===== config.mk =====
export PLATFORM = sky130hd
export DESIGN_NAME = ripple_carry_adder_dataflow_block
export DESIGN_NICKNAME = d
export VERILOG_FILES = /design/src/rtl/ripple_carry_adder_dataflow_block.sv
export SDC_FILE = /design/constraint.sdc
export NUM_CORES = 1
export LEC_CHECK = 0
export CAP_MARGIN = 20
export CELL_PAD_IN_SITES_DETAIL_PLACEMENT = 1
export CELL_PAD_IN_SITES_GLOBAL_PLACEMENT = 1
export CORE_UTILIZATION = 26
export DETAILED_ROUTE_END_ITERATION = 8
export PLACE_DENSITY = 0.78
export SLEW_MARGIN = 20
export SYNTH_ARGS = -nofsm -noshare
export SYNTH_HDL_FRONTEND = slang
export SYNTH_SLANG_ARGS = --single-unit

===== constraint.sdc =====
create_clock -name clk -period 6.15 [get_ports clk]
set_input_delay 0.615 -clock clk [delete_from_list [all_inputs] [get_ports clk]]
set_output_delay 0.615 -clock clk [all_outputs]
set_load 0.05 [all_outputs]

===== src/rtl/ripple_carry_adder_dataflow_block.sv =====
// Registered ripple-carry adder built from an explicit per-bit carry chain.
// Optional V/Z/N status flags are compiled in when RCA_FLAGS_EN is defined.

module rca_bit_cell (
  input  logic a,
  input  logic b,
  input  logic ci,
  output logic s,
  output logic co
);
  logic p;

  assign p  = a ^ b;
  assign s  = p ^ ci;
  assign co = (a & b) | (ci & p);
endmodule

module ripple_carry_adder_dataflow_block #(
  parameter int WIDTH = 8
) (
  input  logic             clk,
  input  logic             rst,
  input  logic [WIDTH-1:0] A,
  input  logic [WIDTH-1:0] B,
  input  logic             Cin,
  output logic [WIDTH-1:0] S,
  output logic             Cout
`ifdef RCA_FLAGS_EN
  ,
  output logic             V,
  output logic             Z,
  output logic             N
`endif
);
  logic [WIDTH:0]   c;
  logic [WIDTH-1:0] s;

  assign c[0] = Cin;

  // One cell per bit; carry-out of bit i feeds carry-in of bit i+1.
  rca_bit_cell u_bit [WIDTH-1:0] (
    .a  (A),
    .b  (B),
    .ci (c[WIDTH-1:0]),
    .s  (s),
    .co (c[WIDTH:1])
  );

  always_ff @(posedge clk) begin
    if (rst) begin
      S    <= '0;
      Cout <= 1'b0;
    end else begin
      S    <= s;
      Cout <= c[WIDTH];
    end
  end

`ifdef RCA_FLAGS_EN
  // Signed overflow: carry into the sign bit disagrees with carry out of it.
  always_ff @(posedge clk) begin
    if (rst) begin
      V <= 1'b0;
      Z <= 1'b0;
      N <= 1'b0;
    end else begin
      V <= c[WIDTH] ^ c[WIDTH-1];
      Z <= ~|s;
      N <= s[WIDTH-1];
    end
  end
`endif
endmodule


==> flow_summary_export.csv <==
group,metric,value,unit
power,power_density,249,nW/um^2
drt,totalWireLength,947,um
timing,worst-slew-pin-transition,0.491,ns
timing,final_hold_viol_count,0,
clock_tree,clk_path_buf_depth,2,
critical_path,crit_end_category,"flip-flop",
drt,drcViolationCount,0,
final_layout,n_antenna_cell,0,
synthesis,synthesis.nets,60,
critical_path,cp.arrival,4.26,ns
place,place.port_buffers,27,
outcome,status,"finished clean",
power,ir_worst_vdd,86.9,uV
timing,finalSetupViolations,0,
power,p_total,0.182,mW
die,ios,28,
timing,slew_headroom,67.1,%
final_layout,nNetsFinal,92,
drt,vias_per_std_cell,4.05,
job,max_cap_viol_count,0,
drt,routedWlPerCell,11.8,um
final_layout,most-common-layout-cells,"clkdlybuf4s50_1, dfxtp_1, fa_1",
synthesis,mappedNetlistArea,415,um^2
worst_hold_path,min_delay_path_depth,4,
critical_path,cp_top_family,"adder cells",
global_route,grt_max_degree,10,
critical_path,critPathBufInv,4,
final_layout,instances_no_fill,80,
critical_path,crit_path_cell_trace,"clkdlybuf4s50_1 -> inv_1 -> fa_1 -> inv_1 -> fa_1 -> fa_1 -> fa_1 -> fa_1 -> fa_1 -> fa_1 -> inv_1 -> fa_1 -> nor2_1",
global_route,antenna_violations_before_repair,0,
synthesis,synthCells,33,
synthesis,post_synth_num_cell_types,5,
timing,final_min_period_over_clock_period,66.0,%
timing,setup_tns,0,ns
clock_tree,htree_num_levels,1,
drt,drtAntennaViolNets,0,
die,core-area,1510,um^2
global_route,groute.usage.overall,14.1,%
global_route,number_of_global_route_vias_before_repair,348,
place,routabilityCongestion,0.653,
timing,layout_setup_ws,2.09,ns
timing,post-route-min-period,4.06,ns
critical_path,worst_path_most_repeated_cell,"fa_1",
final_layout,final_common_cell,"clkdlybuf4s50_1",
die,die_area,1760,um^2
critical_path,crit_fanout,1,
synthesis,postSynthRegisterBits,9,
critical_path,critical_path_cell_count,13,
critical_path,critPathKind,"in -> reg",
global_route,grt_first_pass_wirelength,1.68,mm
place,place.detailed.instances,76,
timing,max_freq,246,MHz
worst_hold_path,worst_hold_path_type,"in -> reg",
die,effective_utilization_at_floorplan,27.6,%
clock_tree,cts-buffers-inserted,3,
die,dieWidth,42.0,um
timing,rsz0062_at_grt,"false",
critical_path,critPathMaxStageDelay,0.42,ns
clock_tree,cts.repair_timing.setup_buffer_count,0,
synthesis,syn_area_per_cell,12.6,um^2
final_layout,share_of_cells_above_drive_strength_1,4.69,%
die,core.rowCount,14,
place,detailed_place_hpwl,799,um
timing,final_max_slew_viol_count,0,
final_layout,areaGrowthSynthToFinish,76.2,%
clock_tree,tritoncts,"done",
critical_path,crit_slowest_cell,"fa_1",
timing,worst_hold_slack,1.04,ns
clock_tree,post_cts_hold_buffer_count,0,
clock_tree,clock_pin_slew_reported_for_the_worst_setup_and_hold_paths_after_clock_tree_synthesis,0.06,ns
drt,first_iter_violations,2,
synthesis,yosys_warnings,0,
clock_tree,numClockSinks,9,
critical_path,setup.worst_path.start_class,"input port",
synthesis,seq_area_frac_synth,43.4,%
place,place_ws,1.78,ns
critical_path,worstPathRequired,6.35,ns
power,power.static_leakage,0.308,nW
die,die_h,42.0,um
global_route,globalRoute.totalOverflow,0,
drt,pre_antenna_drt_iters,2,
clock_tree,post_cts_resized,0,
clock_tree,clock_tree.root_cell,"clkbuf_4",
drt,via_count,324,
## worst min-delay path: stages
cell and delay (ns):
clkdlybuf4s50_1 0.39, inv_1 0.06, fa_1 0.15, nor2_1 0.04
## power breakdown
group	total [mW]	leakage, nW	switching [mW]	internal, mW
sequential	0.0674	0.0750	0.00196	0.0655
combinational	0.0682	0.218	0.0382	0.0301
clock	0.0466	0.0150	0.0216	0.0251
## synthesized netlist by cell type
| cell | number | area [um^2] |
|---|---|---|
| nor2_1 | 3 | 11.3 |
| nor2b_1 | 6 | 37.5 |
| inv_1 | 7 | 26.3 |
| dfxtp_1 | 9 | 180 |
| fa_1 | 8 | 160 |
## kinds of logic after synthesis
logic type,after synthesis,synth area share [%]
DFF,9,43.4
and+or+nand+nor,9,11.7
adders and majority gates,8,38.6
buffers and inverters,7,6.33
## layout make-up
class | count | area [um^2]
flip-flops and latches | 9 | 180
fillers | 160 | 774
inverters | 7 | 26.3
clock buffers | 4 | 26.3
multi-input cells | 17 | 209
well taps | 16 | 20.0
repair buffers | 27 | 270
## through the flow
stage / utilization, % / instance area (um^2)
after floorplan: - / 415
after global placement: 46.8 / 706
after detailed placement: 46.8 / 706
after CTS: 48.6 / 732
after global routing: 48.6 / 732
final: 48.6 / 732
## layer usage
layer	wire (um)	up-vias	track usage, %
met2	409	15	18.1
met5	0	-	0
met3	75	5	6.47
met4	38	0	11.6
met1	423	151	17.5
li1	-	153	-
## final timing paths
path	startpoint	endpoint	slack (ns)
max	A[0]	S[7]$_SDFF_PP0_	2.09
min	Cin	S[0]$_SDFF_PP0_	1.04
## flip-flops by register name (all words and copies together), names as in the netlist
register,flops
S,8
Cout,1
No activity file was read; power rests on OpenSTA's default activity.
